[config.mk]
export PLATFORM = sky130hd
export DESIGN_NAME = sound_tone_gen
export DESIGN_NICKNAME = d
export VERILOG_FILES = /design/src/rtl/sound_pkg.sv /design/src/rtl/sound_half_period_div.sv /design/src/rtl/sound_tone_gen.sv
export SDC_FILE = /design/constraint.sdc
export NUM_CORES = 1
export LEC_CHECK = 0
export CORE_MARGIN = 1
export CORE_UTILIZATION = 54
export CTS_BUF_LIST = sky130_fd_sc_hd__clkbuf_2
export DETAILED_ROUTE_END_ITERATION = 16
export PLACE_DENSITY = 0.72
export SLEW_MARGIN = 5
export SYNTH_ARGS = -nofsm -noshare
export SYNTH_HDL_FRONTEND = slang
export SYNTH_HIERARCHICAL = 1
export SYNTH_SLANG_ARGS = --single-unit
[constraint.sdc]
create_clock -name clk -period 10.2 [get_ports clk]
set_input_delay 2.55 -clock clk [delete_from_list [all_inputs] [get_ports clk]]
set_output_delay 2.55 -clock clk [all_outputs]
set_load 0.05 [all_outputs]
[src/rtl/sound_pkg.sv]
// sound_pkg: shared sound codes, sequencer state enum and default timing values
package sound_pkg;

    // Sound codes, shared with the downstream sound_controller
    localparam logic [1:0] CODE_PING = 2'b00;
    localparam logic [1:0] CODE_PONG = 2'b01;
    localparam logic [1:0] CODE_GO   = 2'b10;
    localparam logic [1:0] CODE_STOP = 2'b11;

    // Width of the half-period divider counter
    localparam int DIV_W = 16;

    // Default timing for a 12 MHz clock
    localparam int DEF_TICK_DIV   = 12000;
    localparam int DEF_NOTE_TICKS = 50;
    localparam int DEF_DIV_PING   = 6000;
    localparam int DEF_DIV_PONG   = 12000;
    localparam int DEF_DIV_LO     = 24000;
    localparam int DEF_DIV_HI     = 3000;

    typedef enum logic [1:0] {
        IDLE   = 2'd0,
        NOTE_A = 2'd1,
        NOTE_B = 2'd2
    } state_t;

    // go/stop are two-note chirps; ping/pong are single long notes
    function automatic logic is_chirp(input logic [1:0] c);
        return c[1];
    endfunction

endpackage

[src/rtl/sound_half_period_div.sv]
// sound_half_period_div: loadable 16-bit half-period divider with clear and toggle strobe
//
// Ports:
//   clk   system clock
//   rstn  asynchronous active-low reset
//   clr   restart the count from 0 at the next edge (overrides en)
//   en    count enable
//   div   half-period length in clk cycles (>= 1), may change on the fly
//   tog   strobe in the last cycle of each half-period
module sound_half_period_div
    import sound_pkg::*;
(
    input  logic             clk,
    input  logic             rstn,
    input  logic             clr,
    input  logic             en,
    input  logic [DIV_W-1:0] div,
    output logic             tog
);

    logic [DIV_W-1:0] cnt;

    assign tog = en && !clr && cnt == div - 1'b1;

    always_ff @(posedge clk or negedge rstn) begin
        if (!rstn)
            cnt <= '0;
        else if (clr)
            cnt <= '0;
        else if (en)
            cnt <= tog ? '0 : cnt + 1'b1;
    end

endmodule

[src/rtl/sound_tone_gen.sv]
// sound_tone_gen: turns a play strobe plus sound code into a timed square-wave tone
//
// Ports:
//   clk    system clock
//   rstn   asynchronous active-low reset
//   play   one-cycle request strobe
//   code   sound code sampled with play (00 ping, 01 pong, 10 go, 11 stop)
//   mute   silences sound from the next edge; sequencing continues
//   sound  registered square-wave tone
//   busy   high while a sound is sequencing
//   done   one-cycle pulse when a sound completes naturally
//
// Build option SOUND_QUEUE_EN: play while busy is held in a one-entry
// pending buffer and started after the current sound finishes, instead of
// aborting the current sound.
module sound_tone_gen
    import sound_pkg::*;
#(
    parameter int TICK_DIV   = DEF_TICK_DIV,
    parameter int NOTE_TICKS = DEF_NOTE_TICKS,
    parameter int DIV_PING   = DEF_DIV_PING,
    parameter int DIV_PONG   = DEF_DIV_PONG,
    parameter int DIV_LO     = DEF_DIV_LO,
    parameter int DIV_HI     = DEF_DIV_HI
) (
    input  logic       clk,
    input  logic       rstn,
    input  logic       play,
    input  logic [1:0] code,
    input  logic       mute,
    output logic       sound,
    output logic       busy,
    output logic       done
);

    localparam int TW = TICK_DIV > 1 ? $clog2(TICK_DIV) : 1;
    localparam int NW = $clog2(2 * NOTE_TICKS);
    localparam logic [TW-1:0] TICK_M1  = TW'(TICK_DIV - 1);
    localparam logic [NW-1:0] LONG_M1  = NW'(2 * NOTE_TICKS - 1);
    localparam logic [NW-1:0] SHORT_M1 = NW'(NOTE_TICKS - 1);

    state_t           state, state_n;
    logic [1:0]       code_q, start_code, eff_code;
    logic [TW-1:0]    tick_cnt;
    logic [NW-1:0]    note_cnt;
    logic [DIV_W-1:0] div_sel;
    logic             idle, start, chirp, tick_wrap, note_end, last, tog;
    logic             phase, phase_n, done_q;

    assign idle  = state == IDLE;
    assign chirp = is_chirp(code_q);

`ifdef SOUND_QUEUE_EN
    logic       pend_v;
    logic [1:0] pend_c;

    // A new sound only starts from IDLE; a direct play beats the pending one
    assign start      = idle && (play || pend_v);
    assign start_code = play ? code : pend_c;

    always_ff @(posedge clk or negedge rstn) begin
        if (!rstn) begin
            pend_v <= 1'b0;
            pend_c <= CODE_PING;
        end else if (start) begin
            pend_v <= 1'b0;
        end else if (play) begin
            pend_v <= 1'b1;
            pend_c <= code;
        end
    end
`else
    // Any play, busy or not, (re)starts the sequence
    assign start      = play;
    assign start_code = code;
`endif

    assign tick_wrap = !idle && tick_cnt == TICK_M1;
    assign note_end  = tick_wrap && note_cnt == ((state == NOTE_A && !chirp) ? LONG_M1 : SHORT_M1);
    assign last      = note_end && (state == NOTE_B || !chirp);

    // The second chirp note swaps go/stop, which swaps the LO/HI divider
    assign eff_code = state == NOTE_B ? {code_q[1], ~code_q[0]} : code_q;

    always_comb begin
        div_sel = eff_code == CODE_PING ? DIV_W'(DIV_PING) :
                  eff_code == CODE_PONG ? DIV_W'(DIV_PONG) :
                  eff_code == CODE_GO   ? DIV_W'(DIV_LO)   : DIV_W'(DIV_HI);
    end

    sound_half_period_div u_div (
        .clk  (clk),
        .rstn (rstn),
        .clr  (start || note_end),
        .en   (!idle),
        .div  (div_sel),
        .tog  (tog)
    );

    always_ff @(posedge clk or negedge rstn) begin
        if (!rstn)
            state <= IDLE;
        else
            state <= state_n;
    end

    always_comb begin
        state_n = start                                  ? NOTE_A :
                  (note_end && state == NOTE_A && chirp) ? NOTE_B :
                  last                                   ? IDLE   : state;
    end

    // Every note starts on the high phase; finishing drops it low
    always_comb begin
        phase_n = start || (note_end && !last) ? 1'b1 :
                  last                         ? 1'b0 :
                  tog                          ? ~phase : phase;
    end

    always_ff @(posedge clk or negedge rstn) begin
        if (!rstn) begin
            code_q   <= CODE_PING;
            tick_cnt <= '0;
            note_cnt <= '0;
            phase    <= 1'b0;
            sound    <= 1'b0;
            done_q   <= 1'b0;
        end else begin
            code_q   <= start ? start_code : code_q;
            tick_cnt <= (start || note_end || idle || tick_wrap) ? '0 : tick_cnt + 1'b1;
            note_cnt <= (start || note_end || idle) ? '0 : tick_wrap ? note_cnt + 1'b1 : note_cnt;
            phase    <= phase_n;
            sound    <= phase_n && !mute && state_n != IDLE;
            done_q   <= last && !start;
        end
    end

    always_comb begin
`ifdef SOUND_QUEUE_EN
        busy = !idle || pend_v;
`else
        busy = !idle;
`endif
        done = done_q;
    end

endmodule

==> metrics <==
startpoint types=flip-flop; CTS Hold Bufs=0; hold endpoint=tick_cnt[0]; Sink Count=44; GR peak layer=met2; port bufs=8; R2R Path Start=state[0]; area delta synth->final=8.00%; flops & latches, synth=44; Total GRT Usage=21.9%; Syn Area/Cell=9.16 um2; Worst Skew=41.7 ps; # diodes=0; CTS resizes=0; # DRC=0; vias per inst=5.64; CTS clock-pin slew for the worst setup and hold paths=200 ps; kind of critical path=flip-flop to output port; Logic pwr share=15.4%; DR vias=2362; Slew headroom=36.7%; GRT Residual Overflow=0; M2 GR Usage=36.3%; Max Clk Rate=0.199 GHz; final hold slack=498 ps; internal power=0.000238 W; Unique masters post-synth=59; critical path required time=7650 ps; Rows=26; Sw Pwr=0.0000914 W; Seq pwr share=55.1%; DRT Wirelength=5820 um; die width=76.4 um; switch share=27.7%; RSZ-0062 raised after global routing=no; mapped cell area=0.00299 mm2; max cap viols=0; Mapped Cells=326; Clk Tree Root Cell=clkbuf_2; Clock Power Share=29.5%; commonest non-fill, non-tap cell in the layout=dfrtp_1; number of flops mapped to enable cells by yosys=0; YS warnings=6; nets@finish=365; critical-path maximum fanout=27; initial antenna violation count=0; setup TNS=0 ps; r2r endpoint=sound; minimum clock period=5020 ps; ys async rst share=100%; CTS tree=built; post-CTS setup buffer count=0; Iter 0 DRT Violations=125; met3 GRT Util=3.47%; part of the cycle the worst path needs=49.2%; Leak=1.25 nW; drt pass-1 iters=4; critical path capture point type=output port; arrival time at the worst endpoint=2470 ps; WL/cell=13.9 um; CTS H-tree depth=2; Power Dens Cells=102 mW/mm2; status=finished, final reports clean; number of global-route vias before repair=2280; endpoints failing hold=0; pin count of the biggest net entering global routing=45; peak supply drop=119 uV; Die Y=76.4 um; DIE AREA=0.00583 mm2; placer congestion estimate=0.813; Hold Path Origin=tick_cnt[0]; sequential element share of the synthesized area=36.9%; R2R depth=12; met1 Use GR=28.8%; Max Root-Sink Buffers=2; hpwl dp=4180 um; Max Slew Vio Count=0; post-route ant nets=0; Top FF cell, synth=dfrtp_1; final setup fails=0; flop2flop setup slack=6030 ps; Skew-Pair Late Insertion Delay=420 ps; CTS Buf Count=5; first-pass GRT wire length=10300 um; starting density of the core=57.4%; actual slew at the worst max-slew pin=949 ps; core area=0.00520 mm2; share of cells above drive strength 1=7.16%; commonest cells after routing, fill and taps aside=44 x dfrtp_1, 38 x nor2_1, 31 x xnor2_1, 21 x nand2_1, 20 x nand3_1; Top Ports=9; worst min-delay path class=flip-flop to flip-flop; Hold Path Depth=1
==> metal layers <==
metal,vias to the layer above,routed length (um)
met4,0,129
met2,41,2750
met5,-,0
met3,12,146
met1,1113,2790
li1,1196,-
==> synthesized netlist by cell type (3+ instances only) <==
cell / instances / share of area, %
nand3b_1: 3 / 0.75
ha_1: 11 / 4.6
nand4_1: 9 / 1.9
inv_1: 18 / 2.3
nand2b_1: 5 / 1.0
a21oi_1: 4 / 0.67
xor2_1: 19 / 5.6
o31ai_1: 3 / 0.75
clkbuf_1: 6 / 0.75
dfrtp_1: 44 / 37
nor3b_1: 3 / 0.75
nor4_1: 11 / 2.3
or4_4: 3 / 1.1
a211oi_1: 14 / 3.5
and3_1: 4 / 0.84
nand2_1: 21 / 2.6
nor3_1: 8 / 1.3
xnor2_1: 31 / 9.1
nand3_1: 20 / 3.4
o21ai_0: 5 / 0.84
nor2_1: 38 / 4.8
==> sequential cells by signal (all words and copies together) (netlist names) <==
name and cells:
note_cnt 7, sound 1, u_div/cnt 16, done 1, tick_cnt 14, state 2, phase 1, code_q 2
==> through the flow <==
stage / instance area, um2 / total power [W] / worst slack, ps / instances / utilization, %
2_1_floorplan: 3050 / 0.000221 / 6250 / 342 / -
3_3_place_gp: 3160 / 0.000234 / 5460 / 411 / 60.7
3_5_place_dp: 3160 / 0.000235 / 5390 / 411 / 60.7
4_1_cts: 3220 / 0.000333 / 5180 / 419 / 61.9
5_1_grt: 3220 / 0.000347 / 5040 / 419 / 61.9
6_report: 3220 / 0.000330 / 5180 / 419 / 61.9
==> critical path: stages, from the launching register on <==
cell             delay, ps
dfrtp_1                450
nor2_1                 100
inv_1                  580
clkdlybuf4s50_1        940
==> logic make-up (layout without fill, tap and decap cells) <==
logic type | count (synthesis) | in the layout | synth area share, %
buffers and inverters | 27 | 34 | 3.90
DFF | 44 | 44 | 36.9
AOI/OAI and AO/OA | 41 | 41 | 9.93
muxes | 3 | 3 | 1.09
adders and majority gates | 11 | 11 | 4.61
and+or+nand+nor | 149 | 149 | 28.8
other | 1 | 17 | 0.126
xor gates and xnor gates | 50 | 50 | 14.7
==> layout make-up <==
type	count	area, um2
Clock buffer	6	30.0
Clock inverter	2	35.0
Fill cell	473	1980
Inverter	18	67.6
Multi-Input combinational cell	271	1830
Sequential cell	44	1100
Tap cell	70	87.6
Timing Repair Buffer	8	75.1
==> power by group through the flow <==
| stage | logic (W) | registers (W) | clock network (W) |
|---|---|---|---|
| after floorplan | 0.0000365 | 0.000184 | 0 |
| after global placement | 0.0000496 | 0.000185 | 0 |
| after detailed placement | 0.0000502 | 0.000185 | 0 |
| after CTS | 0.0000503 | 0.000182 | 0.000101 |
| after global routing | 0.0000575 | 0.000182 | 0.000107 |
| final | 0.0000508 | 0.000182 | 0.0000971 |
==> worst max path at each step <==
stage,slack [ps],cells after the start,end,startpoint
after global placement,5460,8,sound,play
final,5180,3,busy,state[1]
after detailed placement,5390,8,sound,play
after floorplan,6250,9,sound,play
after global routing,5040,3,busy,state[1]
after CTS,5180,3,busy,state[1]
(Power assumes the default switching activity.)
